--- config.mk ---
export PLATFORM = sky130hd
export DESIGN_NAME = mem_port_arbiter
export DESIGN_NICKNAME = d
export VERILOG_FILES = /design/src/rtl/mem_arb_pkg.sv /design/src/rtl/rr_arb2.sv /design/src/rtl/mem_port_arbiter.sv
export SDC_FILE = /design/constraint.sdc
export NUM_CORES = 1
export LEC_CHECK = 0
export ABC_AREA = 1
export CAP_MARGIN = 20
export CORE_MARGIN = 2
export CORE_UTILIZATION = 39
export DETAILED_ROUTE_END_ITERATION = 8
export GPL_TIMING_DRIVEN = 0
export PLACE_DENSITY_LB_ADDON = 0.2
export SKIP_LAST_GASP = 1
export SYNTH_ARGS = -nofsm -noshare
export SYNTH_HDL_FRONTEND = slang
export SYNTH_HIERARCHICAL = 1
export SYNTH_SLANG_ARGS = --single-unit
--- constraint.sdc ---
create_clock -name clk -period 2.2 [get_ports clk]
set_clock_uncertainty 0.15 [all_clocks]
set_input_delay 0.33 -clock clk [delete_from_list [all_inputs] [get_ports clk]]
set_output_delay 0.33 -clock clk [all_outputs]
set_load 0.03 [all_outputs]
--- src/rtl/mem_arb_pkg.sv ---
// Shared types and constants for the byte-serial memory port arbiter.
// Latency: n/a (declarations only).
// Backpressure: n/a.
package mem_arb_pkg;

   // Top-level sequencing: wait for a request, stream 4 bytes, respond once.
   typedef enum logic [1:0] {
      ST_IDLE = 2'd0,
      ST_XFER = 2'd1,
      ST_RESP = 2'd2
   } state_t;

   // Requester indices, also the bit positions in the arbiter request vector.
   localparam logic GNT_IF = 1'b0;
   localparam logic GNT_D  = 1'b1;

   localparam int BYTES_PER_WORD    = 4;
   localparam int MEM_DEPTH_DEFAULT = 4097;

endpackage

--- src/rtl/rr_arb2.sv ---
// Two-way round-robin arbiter; conflicts go to whoever did not win last.
// Latency: grant is combinational from req_i; history updates on accept_i.
// Backpressure: none; the winner is only remembered when the caller accepts.
module rr_arb2
   import mem_arb_pkg::*;
(
   input  logic       clk,
   input  logic       rst_n,
   input  logic [1:0] req_i,
   input  logic       accept_i,
   output logic       gnt_vld_o,
   output logic       gnt_idx_o
);

   logic last_q;

   // Pick the winner; on a tie, favour the requester that lost last time.
   always_comb begin
      gnt_vld_o = |req_i;
      gnt_idx_o = GNT_IF;
      case (req_i)
         2'b01:   gnt_idx_o = GNT_IF;
         2'b10:   gnt_idx_o = GNT_D;
         2'b11:   gnt_idx_o = ~last_q;
         default: gnt_idx_o = GNT_IF;
      endcase
   end

   // Remember the last accepted winner; starting at DATA makes fetch win the first tie.
   always_ff @(posedge clk or negedge rst_n) begin
      if (!rst_n) begin
         last_q <= GNT_D;
      end else if (accept_i) begin
         last_q <= gnt_idx_o;
      end
   end

endmodule

--- src/rtl/mem_port_arbiter.sv ---
// Shares a byte-wide memory between fetch and load/store, one 32-bit word as 4 LE beats.
// Latency: accept at edge T, beats T+1..T+4, response T+5 (range error: T+1).
// Backpressure: ready only in IDLE; responses are a one-cycle pulse with no stall.
module mem_port_arbiter
   import mem_arb_pkg::*;
#(
   parameter int AW        = 32,
   parameter int MEM_AW    = 13,
   parameter int MEM_DEPTH = MEM_DEPTH_DEFAULT
) (
   input  logic              clk,
   input  logic              rst_n,
   input  logic              if_req_valid,
   input  logic [AW-1:0]     if_req_addr,
   output logic              if_req_ready,
   output logic              if_rsp_valid,
   output logic [31:0]       if_rsp_data,
   output logic              if_rsp_err,
   input  logic              d_req_valid,
   input  logic              d_req_we,
   input  logic [AW-1:0]     d_req_addr,
   input  logic [31:0]       d_req_wdata,
   output logic              d_req_ready,
   output logic              d_rsp_valid,
   output logic [31:0]       d_rsp_data,
   output logic              d_rsp_err,
   output logic [MEM_AW-1:0] mem_addr,
   output logic              mem_we,
   output logic [7:0]        mem_wdata,
   input  logic [7:0]        mem_rdata
);

   // Highest base address whose whole word still fits inside memory.
   localparam logic [AW-1:0] LAST_BASE = AW'(MEM_DEPTH - BYTES_PER_WORD);

   state_t            state_q, state_d;
   logic [1:0]        beat_q, beat_d;
   logic              gnt_q, gnt_d;
   logic              we_q, we_d;
   logic [MEM_AW-1:0] base_q, base_d;
   logic [31:0]       wdata_q, wdata_d;
   logic [31:0]       rdata_q, rdata_d;
   logic              err_q, err_d;

   logic              arb_vld;
   logic              arb_idx;
   logic              accept;
   logic              sel_we;
   logic [AW-1:0]     sel_addr;
   logic [31:0]       sel_wdata;
   logic              in_xfer;
   logic              in_resp;

   // Only offer the arbiter a choice while idle, so requests are ignored mid-transfer.
   assign accept = (state_q == ST_IDLE) && arb_vld;

   rr_arb2 u_arb (
      .clk       (clk),
      .rst_n     (rst_n),
      .req_i     ({d_req_valid, if_req_valid}),
      .accept_i  (accept),
      .gnt_vld_o (arb_vld),
      .gnt_idx_o (arb_idx)
   );

   // Mux the winning requester's fields; fetch is always a read with no data.
   always_comb begin
      sel_we    = 1'b0;
      sel_addr  = if_req_addr;
      sel_wdata = '0;
      if (arb_idx == GNT_D) begin
         sel_we    = d_req_we;
         sel_addr  = d_req_addr;
         sel_wdata = d_req_wdata;
      end
   end

   assign if_req_ready = accept && (arb_idx == GNT_IF);
   assign d_req_ready  = accept && (arb_idx == GNT_D);

   // Next-state: latch the request on accept, walk 4 beats, then one response cycle.
   always_comb begin
      state_d = state_q;
      beat_d  = beat_q;
      gnt_d   = gnt_q;
      we_d    = we_q;
      base_d  = base_q;
      wdata_d = wdata_q;
      rdata_d = rdata_q;
      err_d   = err_q;
      case (state_q)
         ST_IDLE: begin
            if (accept) begin
               gnt_d   = arb_idx;
               we_d    = sel_we;
               base_d  = sel_addr[MEM_AW-1:0];
               wdata_d = sel_wdata;
               rdata_d = '0;
               beat_d  = '0;
               // Out-of-range words never touch memory and answer on the next cycle.
               if (sel_addr > LAST_BASE) begin
                  err_d   = 1'b1;
                  state_d = ST_RESP;
               end else begin
                  err_d   = 1'b0;
                  state_d = ST_XFER;
               end
            end
         end
         ST_XFER: begin
            if (!we_q) begin
               rdata_d[8*beat_q +: 8] = mem_rdata;
            end
            beat_d = beat_q + 2'd1;
            if (beat_q == 2'd3) begin
               state_d = ST_RESP;
            end
         end
         ST_RESP: begin
            state_d = ST_IDLE;
         end
         default: begin
            state_d = ST_IDLE;
         end
      endcase
   end

   // State and request/response registers; reset drops any transfer in flight.
   always_ff @(posedge clk or negedge rst_n) begin
      if (!rst_n) begin
         state_q <= ST_IDLE;
         beat_q  <= '0;
         gnt_q   <= GNT_D;
         we_q    <= 1'b0;
         base_q  <= '0;
         wdata_q <= '0;
         rdata_q <= '0;
         err_q   <= 1'b0;
      end else begin
         state_q <= state_d;
         beat_q  <= beat_d;
         gnt_q   <= gnt_d;
         we_q    <= we_d;
         base_q  <= base_d;
         wdata_q <= wdata_d;
         rdata_q <= rdata_d;
         err_q   <= err_d;
      end
   end

   assign in_xfer = (state_q == ST_XFER);
   assign in_resp = (state_q == ST_RESP);

   // Memory strobes exist only during beats; everything else is held at zero.
   always_comb begin
      mem_addr  = '0;
      mem_we    = 1'b0;
      mem_wdata = '0;
      if (in_xfer) begin
         mem_addr = base_q + MEM_AW'(beat_q);
         if (we_q) begin
            mem_we    = 1'b1;
            mem_wdata = wdata_q[8*beat_q +: 8];
         end
      end
   end

   // Steer the response to the requester that owns this transfer; stores return zero data.
   always_comb begin
      if_rsp_valid = in_resp && (gnt_q == GNT_IF);
      d_rsp_valid  = in_resp && (gnt_q == GNT_D);
      if_rsp_data  = if_rsp_valid ? rdata_q : 32'h0;
      d_rsp_data   = d_rsp_valid  ? rdata_q : 32'h0;
      if_rsp_err   = if_rsp_valid && err_q;
      d_rsp_err    = d_rsp_valid  && err_q;
   end

endmodule
# --- Yosys cells after proc, flatten, opt, wreduce, memory -nomap -nowiden ---
# Cells that the tools add are included.
totals:
  reg_bits: 85
  inputBits: 109
  output_inout_bits: 92
  word_cells: 63
classes:
  addsub: 3
  magnitude_cmp: 1
  eq_ne: 8
  n_shift: 3
  n_mux: 22
  n_bitwise: 3
  n_reduce_logical: 14
op_table:
  columns: ["op", "count"]
  rows:
  - ["$mux 32", 6]
  - ["$pmux 32 s2", 1]
  - ["$neg 5->34", 1]
  - ["$shift 8x34->32 const A", 1]
  - ["$shiftx 8x34->32", 1]
  - ["$bwmux 32", 1]
  - ["$gt 32x12->1 const B", 1]
  - ["$shiftx 32x6->8", 1]
  - ["$mux 8", 2]
  - ["$add 13x2->13", 1]
  - ["$mux 13", 1]
  - ["$eq 2x2->1 const B", 4]
  - ["$mux 2", 4]
  - ["$pmux 2 s2", 2]
  - ["$logic_and 1x1->1", 7]
  - ["$reduce_and 2->1", 3]
  - ["$mux 1", 4]
  - ["$ne 2x2->1 const B", 2]
  - ["$not 1->1", 3]
  - ["$reduce_and 3->1", 1]
  - ["$add 2x1->2 const B", 1]
  - ["$eq 2x1->1 const B", 1]
  - ["$logic_not 2->1", 1]
  - ["$ne 2x1->1 const B", 1]
  - ["3 further kinds", 3]

# --- Depth between registers and ports, before layout ---
# Gate-level depths: netlist (run 1).
logic_depth:
  word_depth: 7
  depth_mapped: 12
  depth_no_buf: 10

# --- Cells and area by module ---
# Netlist (run 1), hierarchy kept.
by_module_without_submodules:
  columns: ["module", "n_inst", "cells_each", "area_each_um2", "seq_area_each_um2"]
  rows:
  - ["mem_port_arbiter", 1, 622, 4685.7, 2103.3]
  - ["rr_arb2", 1, 8, 60.1, 26.3]

# --- Least setup slack after synthesis (run 1) ---
# OpenSTA, ideal clock, no wires.
synth_path:
  kind: "register -> output"
  from: "reg beat_q[0]"
  to: "out mem_addr[12]"
  t_arrival_ns: 2.217
  setup_slack_ns: -0.497
  stages_incl_launch_ff: 10
  path_buffers: 0
  path_cell_list: "dfrtp_1 ha_1 fa_1 nand2_1 nor2_1 nand2_1 nor3_1 nand2_1 nand2_1 nor3b_1"
synth_via:
  elab_chain_len: 2
synth_rtl:
  columns: ["item", "line_no", "source"]
  rows:
  - ["start: declaration", "mem_port_arbiter.sv:37", "logic [1:0] beat_q, beat_d;"]
  - ["start signal: assignment", "mem_port_arbiter.sv:141", "beat_q <= beat_d;"]
  - ["$add 13x2->13", "mem_port_arbiter.sv:160", "mem_addr = base_q + MEM_AW'(beat_q);"]
  - ["$mux 13", "mem_port_arbiter.sv:159", "if (in_xfer) begin"]
  - ["end: declaration", "mem_port_arbiter.sv:27", "output logic [MEM_AW-1:0] mem_addr,"]
# No other way between the ends.

# --- Final worst setup path (run 1) ---
layout_path:
  from: "reg base_q[0]"
  to: "out mem_addr[8]"
layout_via:
  elab_chain_len: 2
layout_rtl:
  columns: ["item", "line_no", "source"]
  rows:
  - ["start: declaration", "mem_port_arbiter.sv:40", "logic [MEM_AW-1:0] base_q, base_d;"]
  - ["start signal: assignment", "mem_port_arbiter.sv:144", "base_q <= base_d;"]
  - ["$add 13x2->13", "mem_port_arbiter.sv:160", null]
  - ["$mux 13", "mem_port_arbiter.sv:159", null]
# No other way between the ends.

==> results of run 1 <==
## state kept, by name (all words and copies together), names as in the netlist
signal	cells
base_q	13
beat_q	2
err_q	1
gnt_q	1
rdata_q	32
state_q	2
u_arb/last_q	1
wdata_q	32
we_q	1
## metal layers
metal  vias up  global-route usage, %
met2       257                   42.3
met4         0                   7.15
met1      2526                   30.6
met5         -                      0
met3        38                   4.45
li1       2551                      -
## through the flow
step / power [W] / worst slack (ns)
final: 0.00453 / -0.351
after global routing: 0.00471 / -0.448
after CTS: 0.00438 / -0.425
after detailed placement: 0.00269 / -1.10
after global placement: 0.00266 / -2.65
after floorplan: 0.00227 / -0.109
## power by group through the flow
stage	clock network, W	registers, W	logic (W)
after floorplan	0	0.00181	0.000463
after global placement	0	0.00183	0.000831
after detailed placement	0	0.00183	0.000861
after CTS	0.00157	0.00181	0.000992
after global routing	0.00165	0.00185	0.00121
final	0.00158	0.00183	0.00111
## worst max-delay path by stage
stage / depth (start not counted) / slack [ns] / from / endpoint
6_report: 11 / -0.35 / base_q[0]$_DFFE_PN0P_ / mem_addr[8]
4_1_cts: 11 / -0.42 / base_q[0]$_DFFE_PN0P_ / mem_addr[10]
3_5_place_dp: 8 / -1.10 / d_req_valid / d_req_ready
3_3_place_gp: 1 / -2.65 / rst_n / beat_q[0]$_DFFE_PN0P_
2_1_floorplan: 5 / -0.11 / gnt_q$_DFFE_PN1P_ / d_rsp_data[10]
5_1_grt: 11 / -0.45 / base_q[0]$_DFFE_PN0P_ / mem_addr[10]
## cells by family after synthesis
| group | after synthesis |
|---|---|
| compound gates | 139 |
| xor+xnor | 1 |
| fa+ha+maj | 7 |
| buf+inv | 114 |
| flops | 85 |
| simple gates | 284 |
## critical path, stage by stage, from the launching register on
cell,delay [ns]
dfrtp_1,0.42
ha_4,0.18
fa_2,0.34
nand2_2,0.11
nor2_4,0.05
nand2_4,0.08
nor3_4,0.05
inv_2,0.08
nor2_4,0.04
buf_4,0.12
nor3_2,0.10
buf_4,0.18
## synthesized netlist by cell type (4+ instances only)
library cell    n  area share (%)
nand2_1       103             8.1
nand4_1         9             1.2
a31oi_1         4            0.53
buf_2           7            0.74
inv_1          81             6.4
clkbuf_1       17             1.3
dfrtp_1        83              44
nor2_1        115             9.1
a22o_1         16             3.0
nand3b_1        5            0.79
o22ai_1         4            0.53
nand3_1        25             2.6
nor3_1         13             1.4
a21oi_1        30             3.2
o31ai_1         4            0.63
ha_1            6             1.6
o21ai_0        74             7.8
## area by class of cell
class                           count  area, um2
Clock inverter                      5       77.6
Buffer                             26        253
Multi-Input combinational cell    431       2710
Sequential cell                    85       2130
Fill cell                         960       3750
Timing Repair Buffer              249       2290
Inverter                           85        334
Clock buffer                        9        225
Tap cell                          147        184
## what timing repair did
action                                 CTS  global route
cloned                                   1             2
setup endpoints to repair              133           111
hold buffers                             1             0
pin swaps                               14            27
endpoints found under the hold margin   33             0
setup buffers                           23            21
resized for setup                      579           174
==> flow_summary_export.csv, run 1 <==
group,metric,value,unit
worst_hold_path,hp-class,"flop to flop",
worst_setup_path,crit_path_end_kind,"primary output",
run,drv_cap,0,
cells_and_area,final_util,68.6,%
logic_synthesis,syn_area_per_cell,7.53,um2
cts,clock-sinks,85,
timing,layout_min_cycle_time,2.55,ns
logic_synthesis,synth_xor_area_share,0.185,%
grt,grt_util_all_layers,24.2,%
grt,grt_max_degree,53,
power_and_ir_drop,ir_drop,342,uV
power_and_ir_drop,p_sw,0.00133,W
drt,m1WireLength,6570,um
floorplanning,core-area,0.0120,mm2
timing,setup_tns,-3.06,ns
floorplanning,io_pins,201,
drt,antenna_left,0,
grt,grt-ovfl-total,0,
logic_synthesis,synth_top_family_by_area,"simple AND/OR/NAND/NOR gates",
worst_setup_path,reg2reg_depth,11,
grt,grt_pass1_wl,24900,um
worst_setup_path,r2r-start,"beat_q[0]$_DFFE_PN0P_",
drt,wl_met3,1140,um
worst_setup_path,start_kind,"flop",
timing,setup_viol,19,
floorplanning,fp.dieH,114,um
logic_synthesis,synth_ff_type,"dfrtp_1",
timing,slew_headroom,65.3,%
power_and_ir_drop,p_leak,3.60,nW
power_and_ir_drop,internal_power,0.00320,W
power_and_ir_drop,powerDensity,552,mW/mm2
cells_and_area,design_area,0.00821,mm2
cts,cts_buffers,9,
cts,clkLatencyLatePin,0.33,ns
worst_setup_path,worstPathArrival,2.07,ns
timing,timing.final.ws_setup,-0.351,ns
worst_setup_path,crit_fanout,3,
place,numPortBuffers,200,
cells_and_area,drive_gt1_share,34.8,%
place,dp_cells,978,
logic_synthesis,async_reset_ff_share,100,%
logic_synthesis,ys_types,38,
place,dpl-instance-area,0.00706,mm2
logic_synthesis,syn_inst,630,
drt,drt-vias-per-instance,5.18,
logic_synthesis,ys_seq_area_share,44.9,%
worst_hold_path,min_delay_path_depth,2,
cells_and_area,diodes,0,
cts,cts_tree,"yes",
worst_hold_path,hold_path_end,"rdata_q[11]$_DFFE_PN0P_",
cells_and_area,layout_commonest_cell,"clkdlybuf4s50_1",
worst_setup_path,worstReg2RegEnd,"rdata_q[19]$_DFFE_PN0P_",
drt,wl_met2,8720,um
logic_synthesis,synth-compound-area-share,17.1,%
worst_setup_path,path_class,"flop to primary output",
timing,holdWs,0.334,ns
place,hpwl,11700,um
drt,dr.pass1.iters,8,
timing,worst_pin_slew,0.520,ns
drt,top_layer,"met4",
power_and_ir_drop,clock_power_share,35.0,%
cts,clk_path_buf_depth,2,
cells_and_area,most-common-layout-cells,"clkdlybuf4s50_1, nand2_1, dfrtp_1",
outcome,status,"finished with violations",
logic_synthesis,synth_edf_count,0,
cells_and_area,fin_cells,1037,
drt,wire_per_inst,16.1,um
logic_synthesis,yosys.area_share.adder,2.00,%
logic_synthesis,syn-num-nets,746,
cts,root_buffer,"clkbuf_16",
drt,vias,5372,
timing,finalCritPeriodShare,116,%
timing,drv_slew,0,
drt,route.detailed.drc,0,
logic_synthesis,ys_ff_latch,85,
grt,grt_pass1_vias,5130,
power_and_ir_drop,power_frac_seq,40.5,%
drt,drt_iter0_markers,278,
timing,rsz0062_at_grt,"true",
floorplanning,row_count,40,
grt,antenna_found_initial,0,
logic_synthesis,synth_simple_gate_area_share,26.0,%
drt,routed_wl,16700,um
worst_setup_path,worst_ep_required_time,1.72,ns
power_and_ir_drop,p_comb_share,24.5,%
place,gp_congestion,0.883,
floorplanning,die-area,0.0131,mm2
cells_and_area,area_growth_syn_to_layout,73.0,%
cts,clk_pin_slew_worst_paths,0.06,ns
power_and_ir_drop,p_sw_share,29.3,%
floorplanning,initial_utilization,39.7,%
cells_and_area,fin_nets,1003,
outcome,violations,"negative setup slack",
logic_synthesis,muxShareOfSynthArea,0,%
worst_setup_path,rrSetupSlack,0.01,ns
logic_synthesis,yosys_warnings,6,
floorplanning,die_width,114,um
timing,hold_violations,0,
timing,fmax,392,MHz
worst_hold_path,holdCritStartpoint,"rdata_q[11]$_DFFE_PN0P_",
logic_synthesis,synth_area,0.00475,mm2
cts,htree_levels,3,
No activity file was read; power rests on OpenSTA's default activity.
==> run 2, diff against run 1 <==
--- a/config.mk
+++ b/config.mk
@@ -10,8 +10,8 @@
 export CORE_MARGIN = 2
 export CORE_UTILIZATION = 39
 export DETAILED_ROUTE_END_ITERATION = 8
-export GPL_TIMING_DRIVEN = 0
 export PLACE_DENSITY_LB_ADDON = 0.2
+export SETUP_SLACK_MARGIN = 0.4
 export SKIP_LAST_GASP = 1
 export SYNTH_ARGS = -nofsm -noshare
 export SYNTH_HDL_FRONTEND = slang
==> run 2 against run 1 <==
The run still ends with negative setup slack left. Non-clock buffer count up 58. Via count is 10% higher. Combinational power increased by 61%. Utilization increased by 16 points. Sequential cell count stayed put. Global-route usage up 2.7 points. Wire length up 25%. Critical path depth shrank 1. Clock power is 3% higher. Power increased by 16%. Design area increased by 23%. Register-to-register slack got worse by 0.02 ns. Critical endpoint is now mem_addr[12].
==> flow_summary_export.csv, run 2 (synthesized netlist as in run 1, its figures left out) <==
group,metric,value,unit
outcome,status,"finished with violations",
outcome,violations,"negative setup slack",
drt,routed_wl,21000,um
worst_setup_path,path_buf_inv,1,
place,hpwl,11700,um
run,drv_cap,0,
cells_and_area,area_growth_syn_to_layout,112,%
power_and_ir_drop,p_leak,4.16,nW
worst_setup_path,path_class,"flop to primary output",
cells_and_area,fin_nets,1062,
cells_and_area,top_regs,"rdata_q (32), wdata_q (32), base_q (13)",
worst_setup_path,cp_common_cell,"nand2_2",
timing,slew_headroom,69.7,%
worst_setup_path,reg2reg_depth,11,
cells_and_area,final_util,84.2,%
floorplanning,initial_utilization,39.7,%
worst_hold_path,min_delay_path_depth,3,
drt,drt-vias-per-instance,5.40,
timing,setup_viol,86,
worst_setup_path,slowest_stage,"dfrtp_1",
floorplanning,fp.dieH,114,um
timing,fmax,358,MHz
place,numPortBuffers,200,
timing,rsz0062_at_grt,"true",
timing,drv_slew,0,
timing,setup_tns,-13.54,ns
floorplanning,die_width,114,um
grt,grt_util_all_layers,26.9,%
timing,layout_min_cycle_time,2.80,ns
place,gp_congestion,0.890,
worst_setup_path,critPathMaxStageDelay,0.43,ns
cts,clk_path_buf_depth,2,
worst_setup_path,worst_ep_required_time,1.72,ns
floorplanning,io_pins,201,
place,place_ws,-0.115,ns
floorplanning,die-area,0.0131,mm2
cts,clk_pin_slew_worst_paths,0.06,ns
power_and_ir_drop,powerDensity,521,mW/mm2
power_and_ir_drop,ir_drop,332,uV
grt,antenna_found_initial,0,
timing,hold_violations,0,
drt,dr.pass1.iters,5,
drt,vias,5926,
grt,grt_max_degree,43,
floorplanning,row_count,40,
cts,cts_tree,"yes",
worst_setup_path,crit_chain,"ha_4, fa_2, nand2_2, nor2_4, nand2_2, nor3_4, nand2_2, nand2_2, nor3b_4, buf_6",
grt,grt_pass1_wl,27500,um
worst_hold_path,hp-class,"input pin to flop",
cells_and_area,fin_cells,1098,
grt,grt_pass1_vias,5608,
cts,clkLatencyLatePin,0.34,ns
cells_and_area,drive_gt1_share,47.7,%
timing,finalCritPeriodShare,127,%
drt,wire_per_inst,19.1,um
cells_and_area,layout_commonest_cell,"buf_6",
cts,clock-sinks,85,
timing,timing.final.ws_setup,-0.595,ns
cells_and_area,diodes,0,
drt,antenna_left,0,
worst_setup_path,crit_fanout,3,
worst_setup_path,worstPathArrival,2.32,ns
timing,worst_pin_slew,0.455,ns
place,dp_cells,983,
cts,htree_levels,3,
worst_setup_path,start_kind,"flop",
worst_setup_path,critical_path.top_delay_family,"simple AND/OR/NAND/NOR gates",
cells_and_area,fillers,629,
power_and_ir_drop,power,0.00525,W
grt,grt-ovfl-total,0,
cts,cts_buffers,9,
drt,route.detailed.drc,0,
drt,drt_iter0_markers,368,
floorplanning,core-area,0.0120,mm2
worst_setup_path,crit_path_end_kind,"primary output",
cells_and_area,most-common-layout-cells,"buf_6, clkdlybuf4s50_1, dfrtp_1",
worst_setup_path,cp.depth,10,
cts,root_buffer,"clkbuf_16",
-- run 2: cell count changes in the layout (fill, tap and decap cells not counted), moves of 6 or more --
cell / change
buf_6: +81
o21ai_1: +21
buf_2: -31
nor2_2: -20
buf_16: +6
nor2_4: +55
nand3_1: -13
nor2_1: -35
o21ai_0: -24
buf_12: +9
nand2_2: +15
nand2_1: -16
nand3_2: +12
-- run 2: metrics by stage --
| step | area [um2] | hold WS, ns |
|---|---|---|
| 6_report | 10100 | 0.215 |
| 3_5_place_dp | 7610 | 0.155 |
| 4_1_cts | 9120 | 0.221 |
| 5_1_grt | 10100 | 0.230 |
| 2_1_floorplan | 5520 | -0.116 |
| 3_3_place_gp | 7610 | 0.151 |
-- run 2: area by class of cell --
type / count / area, um2 / area share [%]
flip-flops and latches: 85 / 2130 / 21.2
repair buffers: 333 / 3740 / 37.1
multi-input cells: 431 / 3320 / 33.0
well taps: 147 / 184 / 1.83
clock buffers: 11 / 233 / 2.31
inverters: 85 / 380 / 3.78
repair inverters: 1 / 8.76 / 0.0870
clock inverters: 5 / 75.1 / 0.746
-- run 2: worst paths after layout --
path / start / to / slack, ns
max: base_q[0]$_DFFE_PN0P_ / mem_addr[12] / -0.60
min: d_req_valid / u_arb/last_q$_DFFE_PN1P_ / 0.21
max reg2reg: beat_q[0]$_DFFE_PN0P_ / rdata_q[21]$_DFFE_PN0P_ / -0.01
min reg2reg: base_q[12]$_DFFE_PN0P_ / base_q[12]$_DFFE_PN0P_ / 0.35
max in group asynchronous: rst_n / rdata_q[7]$_DFFE_PN0P_ / 0.89
min in group asynchronous: rst_n / base_q[12]$_DFFE_PN0P_ / 0.34
-- run 2: worst register-to-register path, stage by stage (launching register included) --
cell and delay [ns]:
dfrtp_2 0.43, buf_4 0.14, buf_6 0.12, buf_12 0.14, clkinvlp_4 0.10, buf_6 0.11, buf_6 0.10, ha_2 0.16
inv_2 0.06, nor3_4 0.32, nand4_1 0.19, o21ai_1 0.12
-- run 2: timing repair --
action / in CTS / in global routing
endpoints found under the setup margin: 132 / 160
buffers inserted: 49 / 33
endpoints found under the hold margin: 28 / 0
hold buffers: 1 / 0
cloned: 8 / 8
gates resized for setup: 235 / 154
pin swaps: 39 / 71
-- run 2: report_power, final --
part / internal (W) / leakage [nW] / switching (W)
sequential: 0.00172 / 1.12 / 0.000122
clock: 0.000990 / 0.153 / 0.000629
combinational: 0.000915 / 2.89 / 0.000875
total: 0.00362 / 4.16 / 0.00162
-- run 2: layer usage --
| metal | vias to the layer above | routed length (um) | track usage [%] |
|---|---|---|---|
| li1 | 2681 | - | - |
| met3 | 90 | 1370 | 5.82 |
| met5 | - | 0 | 0 |
| met2 | 331 | 10900 | 48.3 |
| met1 | 2824 | 7490 | 31.5 |
| met4 | 0 | 1170 | 10.1 |
